--- src/rtl/sw_btn_debounce.sv ---
// Debounces a slide switch and a push button: per-channel 2-flop synchronizer
// feeding a four-state accept/reject FSM with registered level and edge pulses.

module sw_btn_debounce_chan #(
  parameter int DEBOUNCE_CYCLES = 250000,
  parameter int CNT_W           = 18
) (
  input  logic clk,
  input  logic rst,
  input  logic raw_i,
  output logic level_o,
  output logic rise_o,
  output logic fall_o
);

  typedef enum logic [1:0] {
    STABLE_LO,
    CHECK_HI,
    STABLE_HI,
    CHECK_LO
  } state_t;

  localparam logic [CNT_W-1:0] CNT_LAST = CNT_W'(DEBOUNCE_CYCLES - 1);
  localparam logic [CNT_W-1:0] CNT_ONE  = CNT_W'(1);

  logic             meta_q;
  logic             sync_q;
  state_t           state_q;
  logic [CNT_W-1:0] cnt_q;
  logic             level_q;
  logic             rise_q;
  logic             fall_q;

  // NOTE: sequential state uses non-blocking assignments so sync_q takes the
  // old meta_q; a blocking '=' here would collapse the two flops into one.
  always_ff @(posedge clk or posedge rst) begin
    if (rst) begin
      meta_q <= 1'b0;
      sync_q <= 1'b0;
    end else begin
      meta_q <= raw_i;
      sync_q <= meta_q;
    end
  end

  always_ff @(posedge clk or posedge rst) begin
    if (rst) begin
      state_q <= STABLE_LO;
      cnt_q   <= '0;
      level_q <= 1'b0;
      rise_q  <= 1'b0;
      fall_q  <= 1'b0;
    end else begin
      rise_q <= 1'b0;
      fall_q <= 1'b0;
      case (state_q)
        STABLE_LO: begin
          if (sync_q) begin
            state_q <= CHECK_HI;
            cnt_q   <= '0;
          end
        end
        CHECK_HI: begin
          if (!sync_q) begin
            state_q <= STABLE_LO;
            cnt_q   <= '0;
          end else if (cnt_q == CNT_LAST) begin
            state_q <= STABLE_HI;
            cnt_q   <= '0;
            level_q <= 1'b1;
            rise_q  <= 1'b1;
          end else begin
            cnt_q <= cnt_q + CNT_ONE;
          end
        end
        STABLE_HI: begin
          if (!sync_q) begin
            state_q <= CHECK_LO;
            cnt_q   <= '0;
          end
        end
        CHECK_LO: begin
          if (sync_q) begin
            state_q <= STABLE_HI;
            cnt_q   <= '0;
          end else if (cnt_q == CNT_LAST) begin
            state_q <= STABLE_LO;
            cnt_q   <= '0;
            level_q <= 1'b0;
            fall_q  <= 1'b1;
          end else begin
            cnt_q <= cnt_q + CNT_ONE;
          end
        end
        default: begin
          state_q <= STABLE_LO;
          cnt_q   <= '0;
        end
      endcase
    end
  end

  assign level_o = level_q;
  assign rise_o  = rise_q;
  assign fall_o  = fall_q;

endmodule

module sw_btn_debounce #(
  parameter int DEBOUNCE_CYCLES = 250000,
  parameter int CNT_W           = 18
) (
  input  logic clk,
  input  logic rst,
  input  logic sw_raw,
  input  logic btn_raw,
  output logic sw_level,
  output logic sw_rise,
  output logic sw_fall,
  output logic btn_level,
  output logic btn_press,
  output logic btn_release
);

  sw_btn_debounce_chan #(
    .DEBOUNCE_CYCLES(DEBOUNCE_CYCLES),
    .CNT_W          (CNT_W)
  ) u_sw_chan (
    .clk    (clk),
    .rst    (rst),
    .raw_i  (sw_raw),
    .level_o(sw_level),
    .rise_o (sw_rise),
    .fall_o (sw_fall)
  );

  sw_btn_debounce_chan #(
    .DEBOUNCE_CYCLES(DEBOUNCE_CYCLES),
    .CNT_W          (CNT_W)
  ) u_btn_chan (
    .clk    (clk),
    .rst    (rst),
    .raw_i  (btn_raw),
    .level_o(btn_level),
    .rise_o (btn_press),
    .fall_o (btn_release)
  );

endmodule

--- config.mk ---
export PLATFORM = sky130hd
export DESIGN_NAME = sw_btn_debounce
export DESIGN_NICKNAME = d
export VERILOG_FILES = /design/src/rtl/sw_btn_debounce.sv
export SDC_FILE = /design/constraint.sdc
export NUM_CORES = 1
export LEC_CHECK = 0
export ABC_AREA = 0
export BUFFER_PORTS_ARGS = -buffer_cell sky130_fd_sc_hd__buf_4
export CELL_PAD_IN_SITES_DETAIL_PLACEMENT = 1
export CELL_PAD_IN_SITES_GLOBAL_PLACEMENT = 2
export CORE_ASPECT_RATIO = 0.5
export CORE_UTILIZATION = 39
export DETAILED_ROUTE_END_ITERATION = 8
export HOLD_SLACK_MARGIN = 0.05
export MAX_ROUTING_LAYER = met4
export PLACE_DENSITY = 0.85
export SKIP_LAST_GASP = 1
export SLEW_MARGIN = 0
export SYNTH_ARGS = -nofsm -noshare
export SYNTH_HDL_FRONTEND = slang
export SYNTH_SLANG_ARGS = --single-unit
--- constraint.sdc ---
create_clock -name clk -period 2.3 [get_ports clk]
set_input_delay 0.46 -clock clk [delete_from_list [all_inputs] [get_ports clk]]
set_output_delay 0.46 -clock clk [all_outputs]
set_load 0.01 [all_outputs]
# Word-level counts from Yosys, hierarchy flattened
# Index checks and enable logic that the tools add are counted.
[op_classes]
add_sub_neg = 2
eq_ne = 24
n_mux = 46
reduce_logical = 10
[op_table]
columns = ["operator", "count"]
rows = [
  ["18-bit two-way mux", 10],
  ["18-bit one-hot mux with 4 select lines", 2],
  ["18-bit by 1-bit adder with 18-bit output, second input constant", 2],
  ["18-bit == test, second input constant", 2],
  ["2-bit two-way mux", 12],
  ["1-bit two-way mux", 18],
  ["2-bit by 1-bit != test with 1-bit output, second input constant", 8],
  ["2-bit one-hot mux with 4 select lines", 2],
  ["5-bit AND reduction", 2],
  ["2-bit == test, second input constant", 4],
  ["2-bit != test, second input constant", 4],
  ["4-bit AND reduction", 2],
  ["3-bit by 1-bit != test with 1-bit output, second input constant", 2],
  ["3-bit != test, second input constant", 2],
  ["2-bit by 1-bit == test with 1-bit output, second input constant", 2],
  ["2-bit zero test", 2],
  ["1-bit one-hot mux with 2 select lines", 2],
  ["2-bit AND reduction", 2],
  ["2-bit nonzero test", 2],
]
[totals]
regBits = 50
in_bits = 4
out_inout_bits = 6

# Longest topological paths before layout
# Gate-level depths: netlist (run 1).
[depth]
word_depth = 4
ltp_mapped = 7
mapped_depth_nobuf = 6

# Cells and area by module
# From an unflattened synthesis (run 1), not the netlist that was laid out.
[unflattened]
hier_cells = 265
area_unflattened_um2 = 2560.0
[by_module_without_submodules]
columns = ["mod", "n_inst", "cells_each", "area_each_um2"]
rows = [
  ["sw_btn_debounce_chan (u_btn_chan)", 1, 132, 1310.0],
  ["sw_btn_debounce_chan (u_sw_chan)", 1, 133, 1249.9],
]

# Worst setup path after synthesis (run 1)
# No wires, ideal clock.
[synth_path]
path_type = "flip-flop to flip-flop"
from = "reg u_btn_chan.cnt_q[9]"
to = "reg with a tool-made name"
arrival_time_ns = 1.877
path_slack_ns = 0.298
stages_incl_launch_ff = 7
cell_sequence = "dfrtp_1 > or4b_4 > nor4_4 > a21o_2 > buf_6 > nand2_4 > mux2_4"
[synth_lines]
columns = ["item", "line", "source"]
rows = [
  ["from (decl)", "29", "logic [CNT_W-1:0] cnt_q;"],
  ["from (signal assigned)", "73", "cnt_q <= cnt_q + CNT_ONE;"],
  ["from (signal assigned)", "92", "cnt_q <= cnt_q + CNT_ONE;"],
]

# Final worst setup path (run 1)
[layout_path]
from = "reg u_btn_chan.cnt_q[9]"
to = "reg u_btn_chan.cnt_q[10]"
[layout_via]
elab_chain_cells = 4
[layout_lines]
columns = ["item", "line", "source"]
rows = [
  ["18-bit by 1-bit adder with 18-bit output or 18-bit == test (tied branches)", "n/a", ""],
  ["18-bit two-way mux (*)", "67, 86", ""],
  ["18-bit two-way mux, on equally long branches", "83, 64", ""],
  ["18-bit one-hot mux with 4 select lines (*)", "56", "case (state_q)"],
]
# Mark *: on every way between the ends. The rest lies on a longest branch, timed or not.
# A chain may end at the register's enable or synchronous reset.

==> results of run 1 <==
through the flow:
step / setup slack [ns] / instances / util [%]
finish: 0.09651 / 374 / 47.57
global route: 0.01108 / 374 / 47.57
CTS: 0.04766 / 374 / 47.37
detailed placement: 0.07745 / 366 / 44.68
global placement: 0.1428 / 366 / 44.68
floorplan: 0.2979 / 269 / -
routing by layer:
layer | vias to the layer above | wire (microns)
li1 | 1022 | -
met1 | 1057 | 2939
met2 | 12 | 2930
met3 | 7 | 124
met4 | 0 | 48
met5 | - | 0
cell usage in the layout, fill, tap and decap left out, types with 2 or more instances in the layout:
cell type	synthesis	layout
nand4_1	12	12
a22o_1	2	2
nor2_1	12	12
nor3_1	6	5
clkbuf_8	0	3
or2_2	3	3
buf_4	1	19
xor2_1	3	3
inv_1	14	13
mux2i_1	3	3
a32o_1	2	2
a21oi_1	21	21
or3_1	9	9
and3_1	4	4
nor4b_1	2	2
clkbuf_16	0	5
nand2_1	25	25
nand3_1	21	21
a21o_2	2	2
dfrtp_1	50	50
nand2b_1	4	4
a41oi_1	2	2
and4_1	3	3
o31ai_1	2	2
ha_1	2	2
o21ai_0	20	20
a31oi_1	12	12
cell families after synthesis:
logic type / synth area share [%]
DFF: 49.14
buffers and inverters: 4.324
and+or+nand+nor: 25.21
muxes: 1.769
xor gates and xnor gates: 1.376
AOI/OAI and AO/OA: 17.20
adders and majority gates: 0.9826
area by class of cell:
type	instances	area share, %
sequential	50	42.55
multi-input combinational	194	40.72
clock buffer	8	5.660
timing repair buffer	20	5.532
tap	88	3.745
inverter	14	1.787
worst max-delay path, cell delays in order, from the launching register on:
cell and delay (ns):
dfrtp_1 0.44, or4b_4 0.57, nor4_4 0.33, a21oi_2 0.30, a21o_1 0.24, a22o_1 0.22
worst paths after layout:
check,start,end
max,u_btn_chan.cnt_q[9]$_DFFE_PP0P_,u_btn_chan.cnt_q[10]$_DFFE_PP0P_
min,rst,u_sw_chan.sync_q$_DFF_PP0_
max reg2reg,u_btn_chan.cnt_q[9]$_DFFE_PP0P_,u_btn_chan.cnt_q[10]$_DFFE_PP0P_
min reg2reg,u_sw_chan.meta_q$_DFF_PP0_,u_sw_chan.sync_q$_DFF_PP0_
max in group asynchronous,rst,u_btn_chan.cnt_q[16]$_DFFE_PP0P_
min in group clk,sw_raw,u_sw_chan.meta_q$_DFF_PP0_
power groups by stage:
stage	registers [uW]	logic, uW	clock network (uW)
after detailed placement	1040	796	0
after global routing	1040	901	879
after CTS	1030	802	841
after global placement	1040	762	0
final	1030	798	816
after floorplan	1000	629	0
what timing repair did:
action,in CTS,in global routing
resized for setup,0,2
setup buffers,0,0
endpoints found under the setup margin,0,14
==> flow_summary.json, run 1 <==
{
  "synthCells": 269,
  "cp-start-kind": "register",
  "dieHeight_microns": 59.14,
  "p_comb_share_pct": 30.2,
  "ys_types": 50,
  "power_uw": 2641,
  "synthTopCellsByArea": "dfrtp_1 49%, a21oi_1 4.1%, nand3_1 4.1%, o21ai_0 3.9%, nand2_1 3.7%",
  "fin_nets": 291,
  "status": "finished clean",
  "fin_worst_skew_ns": 0.005933,
  "ant_nets": 0,
  "synth_flop_cell": "dfrtp_1",
  "hold_violations": 0,
  "drt_iter0_drc": 105,
  "fmax_ghz": 0.4538,
  "hold_ws_ns": 0.2265,
  "ctsHoldBuffers": 0,
  "layout-drive-gt1-share_pct": 15.73,
  "critPathKind": "reg2reg",
  "use_met3_pct": 4.908,
  "use_met2_pct": 34.74,
  "crit_required_ns": 2.48,
  "die_area_sq_mm": 0.006876,
  "p_clk_share_pct": 30.9,
  "synth_edf_count": 0,
  "synthTopCellsByCount": "50 x dfrtp_1, 25 x nand2_1, 21 x a21oi_1, 21 x nand3_1, 20 x o21ai_0",
  "leakage_uw": 0.001204,
  "grt.busiest_layer": "met2",
  "antenna_cells": 0,
  "via_per_inst": 5.610,
  "yosysMostFrequentCell": "dfrtp_1",
  "register_area_sq_mm": 0.001251,
  "worst_skew_pair.late_latency_ns": 0.29,
  "avgSynthCellArea_sq_um": 9.465,
  "netlist_area_sq_mm": 0.002546,
  "maxCapViolCount": 0,
  "clock_sinks": 50,
  "setup_tns_ns": 0,
  "initial_utilization_pct": 41.19,
  "grt_pass1_vias": 2217,
  "internal-power_uw": 1711,
  "yosys_warnings": 0,
  "power.switching_uw": 930.5,
  "antenna_found_initial": 0,
  "slew_viol_final": 0,
  "cts_max_level": 2,
  "dpl.hpwl_microns": 4085,
  "placed_cell_area_sq_mm": 0.002761,
  "yosysTopAreaCellShare_pct": 49.14,
  "coreArea_sq_mm": 0.006181,
  "cts_tree": "done",
  "vias": 2098,
  "clk_pin_slew_ns": 0.07,
  "die_w_microns": 116.3,
  "r2r_cells": 5,
  "synth_seq_cells": 50,
  "n_fill_cell": 725,
  "io_buffers": 9,
  "area_delta_synth_final_pct": 15.48,
  "rows": 20,
  "max_slew_margin_pct": 43.08,
  "cts_buffer_depth": 2,
  "synthArstFlopShare_pct": 100.0,
  "drt_pass1_iterations": 4,
  "worstPathArrival_ns": 2.38,
  "drc": 0,
  "seqPwrFrac_pct": 38.9,
  "synth_top_area_cell": "dfrtp_1",
  "grt_first_pass_wirelength_microns": 10730,
  "cts_made_buffers": 5,
  "ys_seq_area_share_pct": 49.14,
  "top_regs": "u_btn_chan.cnt_q: 18 flops, u_sw_chan.cnt_q: 18 flops",
  "cts-root-buf": "clkbuf_16",
  "period_minus_slack_ns": 2.203,
  "final_area_sq_mm": 0.002940,
  "r2r_slack_ns": 0.1,
  "multi_input_comb_area_sq_mm": 0.001197,
  "worstMarginPinSlew_ns": 0.8538,
  "setup_viol": 0,
  "drt-total-wl_microns": 6043,
  "use_met1_pct": 26.17,
  "grt_max_degree": 27,
  "ioPinCount": 10,
  "crit_path_end_kind": "register",
  "p_per_area_mw_per_mm2": 898.3,
  "min_period_over_period_pct": 95.80,
  "grt_usage_pct": 21.04,
  "gp_congestion": 0.7391,
  "wl_per_cell_microns": 16.16,
  "switching_share_pct": 35.23,
  "crit_fanout": 18,
  "grt.overflow.total": 0,
  "hold_class": "in2async",
  "synth_nets": 275,
  "ir_worst_vdd_uv": 348.0,
  "grt_setup_unrepaired": "false"
}
Power figures use the tool's default switching activity.
==> inputs of run 2 (changes only) <==
- PLACE_DENSITY: 0.85 -> default
- PLACE_DENSITY_LB_ADDON: default -> 0.1
- SKIP_LAST_GASP: 1 -> default
==> flow_summary.json, run 2 (synthesis results as in run 1) <==
{
  "worstPathArrival_ns": 2.32,
  "crit_required_ns": 2.47,
  "min_period_over_period_pct": 93.43,
  "fin_ws_ns": 0.1510,
  "switching_share_pct": 36.20,
  "status": "finished clean",
  "fmax_ghz": 0.4653,
  "timing.rr.start": "u_btn_chan.cnt_q[9]$_DFFE_PP0P_",
  "grt_max_degree": 33,
  "ant_nets": 0,
  "clock_sinks": 50,
  "postCtsSetupBuffers": 0,
  "wl_per_cell_microns": 16.40,
  "layout-drive-gt1-share_pct": 16.21,
  "mostFrequentLayoutCells": "50 x dfrtp_1, 25 x nand2_1, 24 x buf_4",
  "cts_tree": "done",
  "io_buffers": 9,
  "critPathKind": "reg2reg",
  "drc": 0,
  "crit_path_end_kind": "register",
  "grt_usage_pct": 20.89,
  "coreArea_sq_mm": 0.006181,
  "setup_tns_ns": 0,
  "r2r_slack_ns": 0.15,
  "fin_nets": 295,
  "maxCapViolCount": 0,
  "grt.overflow.total": 0,
  "max_slew_margin_pct": 54.95,
  "place_ws_ns": 0.04152,
  "ir_worst_vdd_uv": 368.8,
  "leakage_uw": 0.001211,
  "internal-power_uw": 1663,
  "cts_made_buffers": 5,
  "layout_commonest_cell": "dfrtp_1",
  "rows": 20,
  "critPathLaunch": "u_btn_chan.cnt_q[9]$_DFFE_PP0P_",
  "seqPwrFrac_pct": 39.4,
  "gp_congestion": 0.7277,
  "ctsHoldBuffers": 0,
  "vias": 2102,
  "clk_pin_slew_ns": 0.07,
  "hold_violations": 0,
  "antenna_found_initial": 0,
  "crit_fanout": 9,
  "drt-total-wl_microns": 6200,
  "worstMarginPinSlew_ns": 0.6748,
  "die_w_microns": 116.3,
  "period_minus_slack_ns": 2.149,
  "ioPinCount": 10,
  "setup_viol": 0,
  "top_regs": "u_btn_chan.cnt_q: 18 flops, u_sw_chan.cnt_q: 18 flops",
  "dieHeight_microns": 59.14,
  "initial_utilization_pct": 41.19,
  "cp-start-kind": "register",
  "hold_class": "in2async",
  "grt_setup_unrepaired": "false",
  "antenna_cells": 0,
  "r2r_cells": 5,
  "p_comb_share_pct": 31.6,
  "p_per_area_mw_per_mm2": 886.0,
  "fin_worst_skew_ns": 0.006886,
  "die_area_sq_mm": 0.006876,
  "cts_max_level": 2,
  "n_fill_cell": 722,
  "grt_first_pass_wirelength_microns": 10530,
  "dpl.hpwl_microns": 4344,
  "area_delta_synth_final_pct": 15.53,
  "worst_skew_pair.late_latency_ns": 0.29,
  "drt_pass1_iterations": 4,
  "slew_viol_final": 0,
  "grt_pass1_vias": 2114,
  "cts_resized": 0,
  "power.switching_uw": 943.4,
  "drt_iter0_drc": 75,
  "cts-root-buf": "clkbuf_16",
  "via_per_inst": 5.561,
  "cts_buffer_depth": 2,
  "p_clk_share_pct": 29.1
}
-- run 2: routing by layer --
layer,global-route usage (%),part of all wire [%],vias to the layer above
met5,-,0,-
met4,4.945,0.60,0
met3,4.294,1.6,5
met2,35.16,50,6
met1,26.08,48,1064
li1,-,-,1027
-- run 2: power by group through the flow --
stage,registers [uW],clock network (uW),logic (uW)
floorplan,1000,0,629
global placement,1040,0,787
detailed placement,1040,0,815
CTS,1020,789,821
global route,1040,830,920
finish,1030,758,822
-- run 2: worst min-delay path by stage --
stage | from | endpoint | cells after the start
final | rst | u_btn_chan.rise_o$_DFF_PP0_ | 2
after CTS | btn_raw | u_btn_chan.meta_q$_DFF_PP0_ | 1
after floorplan | u_btn_chan.meta_q$_DFF_PP0_ | u_btn_chan.sync_q$_DFF_PP0_ | 0
after detailed placement | u_btn_chan.meta_q$_DFF_PP0_ | u_btn_chan.sync_q$_DFF_PP0_ | 0
after global routing | btn_raw | u_btn_chan.meta_q$_DFF_PP0_ | 1
after global placement | u_sw_chan.meta_q$_DFF_PP0_ | u_sw_chan.sync_q$_DFF_PP0_ | 0
-- run 2: worst max-delay path, cell delays in order, from the launching register on --
cell     delay [ns]
dfrtp_1        0.43
or4b_4         0.57
nor4_4         0.35
a21o_2         0.32
nand2_4        0.07
mux2_4         0.29
-- run 2: final cells by class --
| class | instances | area [sq um] | area share [%] |
|---|---|---|---|
| flip-flops and latches | 50 | 1251 | 42.54 |
| multi-input cells | 194 | 1200 | 40.79 |
| repair buffers | 24 | 180.2 | 6.125 |
| clock buffers | 7 | 142.6 | 4.849 |
| well taps | 88 | 110.1 | 3.743 |
| inverters | 14 | 52.55 | 1.786 |
| clock inverters | 1 | 5.005 | 0.1701 |
-- run 2: through the flow --
stage          total power [uW]  utilization, %  area [sq um]  instances  hold slack [ns]
5_1_grt                    2788           47.59          2942        378           0.2643
4_1_cts                    2635           47.35          2927        378           0.2698
3_3_place_gp               1823           44.96          2779        370           0.3347
6_report                   2606           47.59          2942        378           0.2738
2_1_floorplan              1631               -          2546        269           0.3312
3_5_place_dp               1857           44.96          2779        370           0.3364
==> inputs of run 3 (changes only) <==
- CORE_UTILIZATION: 39 -> 40
- CTS_BUF_LIST: default -> sky130_fd_sc_hd__clkbuf_4 sky130_fd_sc_hd__clkbuf_8
- clock period: 2.3 -> 2.51 ns (I/O delays scaled with it)
==> flow_summary.json, run 3 (synthesis results as in run 1) <==
{
  "ant_nets": 0,
  "via_per_inst": 5.580,
  "p_per_area_mw_per_mm2": 759.8,
  "cts_buffer_depth": 2,
  "power_uw": 2138,
  "grt_usage_pct": 20.86,
  "drt-total-wl_microns": 5871,
  "slowest_stage": "or4b_4",
  "clock_sinks": 50,
  "die_area_sq_mm": 0.006708,
  "grt.overflow.total": 0,
  "antenna_found_initial": 0,
  "maxCapViolCount": 0,
  "cts_resized": 0,
  "grt_setup_unrepaired": "false",
  "cts_made_buffers": 5,
  "crit_required_ns": 2.71,
  "ir_worst_vdd_uv": 384.0,
  "crit_chain": "or4b_4 -> nor4_4 -> a21oi_2 -> a21o_1 -> a22o_1",
  "leakage_uw": 0.001141,
  "cpPeakStageDelay_ns": 0.58,
  "final_cells": 369,
  "cts-root-buf": "clkbuf_8",
  "layout-drive-gt1-share_pct": 13.88,
  "vias": 2059,
  "dieHeight_microns": 58.42,
  "initial_utilization_pct": 41.70,
  "period_minus_slack_ns": 2.251,
  "mostFrequentLayoutCells": "50 x dfrtp_1, 25 x nand2_1, 21 x nand3_1, 21 x a21oi_1, 20 x o21ai_0",
  "layout_commonest_cell": "dfrtp_1",
  "dpl.hpwl_microns": 4098,
  "rows": 20,
  "clk_pin_slew_ns": 0.09,
  "gp_congestion": 0.7444,
  "grt_first_pass_wirelength_microns": 10390,
  "top_regs": "u_btn_chan.cnt_q: 18 flops, u_sw_chan.cnt_q: 18 flops",
  "min_period_over_period_pct": 89.68,
  "worstMarginPinSlew_ns": 0.8382,
  "ctsHoldBuffers": 0,
  "hold_ws_ns": 0.2779,
  "drt_pass1_iterations": 4,
  "crit_path_end_kind": "register",
  "hold_violations": 0,
  "dp_cells": 361,
  "max_slew_margin_pct": 44.12,
  "cpLargestDelayFamily": "simple AND/OR/NAND/NOR gates",
  "drc": 0,
  "cts_max_level": 2,
  "hold_class": "in2async",
  "coreArea_sq_mm": 0.006106,
  "postCtsSetupBuffers": 0,
  "place_ws_ns": 0.2749,
  "ioPinCount": 10,
  "area_delta_synth_final_pct": 10.52,
  "setup_viol": 0,
  "worst_skew_pair.late_latency_ns": 0.31,
  "fin_nets": 286,
  "antenna_cells": 0,
  "status": "finished clean",
  "drt_iter0_drc": 92,
  "cts_tree": "done",
  "worstPathArrival_ns": 2.45,
  "fmax_ghz": 0.4442,
  "fin_worst_skew_ns": 0.007907,
  "setup_tns_ns": 0,
  "die_w_microns": 114.8,
  "wl_per_cell_microns": 15.91,
  "slew_viol_final": 0,
  "path_buf_inv": 0,
  "cp-start-kind": "register",
  "io_buffers": 9,
  "critPathKind": "reg2reg",
  "crit_fanout": 18,
  "grt_max_degree": 33,
  "fin_ws_ns": 0.2590,
  "grt_pass1_vias": 2110
}
-- run 3: cell count changes in the layout (fill, tap and decap cells not counted), sizes merged --
cell	delta
buf	-9
-- run 3: path summary, 6_finish.rpt --
path	start	end	slack, ns	depth (start not counted)
setup reg to reg	u_btn_chan.cnt_q[9]$_DFFE_PP0P_	u_btn_chan.cnt_q[10]$_DFFE_PP0P_	0.26	5
hold / removal	rst	u_btn_chan.cnt_q[8]$_DFFE_PP0P_	0.28	2
setup / recovery	u_btn_chan.cnt_q[9]$_DFFE_PP0P_	u_btn_chan.cnt_q[10]$_DFFE_PP0P_	0.26	5
max in group asynchronous	rst	u_sw_chan.cnt_q[17]$_DFFE_PP0P_	1.63	3
hold reg to reg	u_btn_chan.meta_q$_DFF_PP0_	u_btn_chan.sync_q$_DFF_PP0_	0.36	0
min in group clk	btn_raw	u_btn_chan.meta_q$_DFF_PP0_	0.29	1
-- run 3: power breakdown --
group	leakage (uW)	switching, uW	internal (uW)	total, uW
registers	0.000679	93.9	863	957
clock network	0.0000517	278	234	512
logic	0.000411	450	219	669
total	0.00114	822	1320	2140
-- run 3: layer usage --
layer	routed length, microns	GRT usage (%)	share of wire, %	vias up
met5	0	-	0	-
met4	74	6.679	1.3	0
met3	126	4.634	2.1	8
met1	2879	26.97	49	1032
li1	-	-	-	1010
met2	2790	33.07	48	9
-- run 3: final cells by class --
cell class              instances  area [sq um]
clock inverters                 1         5.005
repair buffers                 15         112.6
inverters                      14         52.55
fillers                       719          3292
flip-flops and latches         50          1251
clock buffers                   7         90.09
well taps                      88         110.1
multi-input cells             194          1192
-- run 3: per-stage QoR --
step	util [%]	area, sq um
4_1_cts	45.96	2806
5_1_grt	46.09	2814
2_1_floorplan	-	2546
6_report	46.09	2814
3_3_place_gp	44.41	2711
3_5_place_dp	44.41	2711
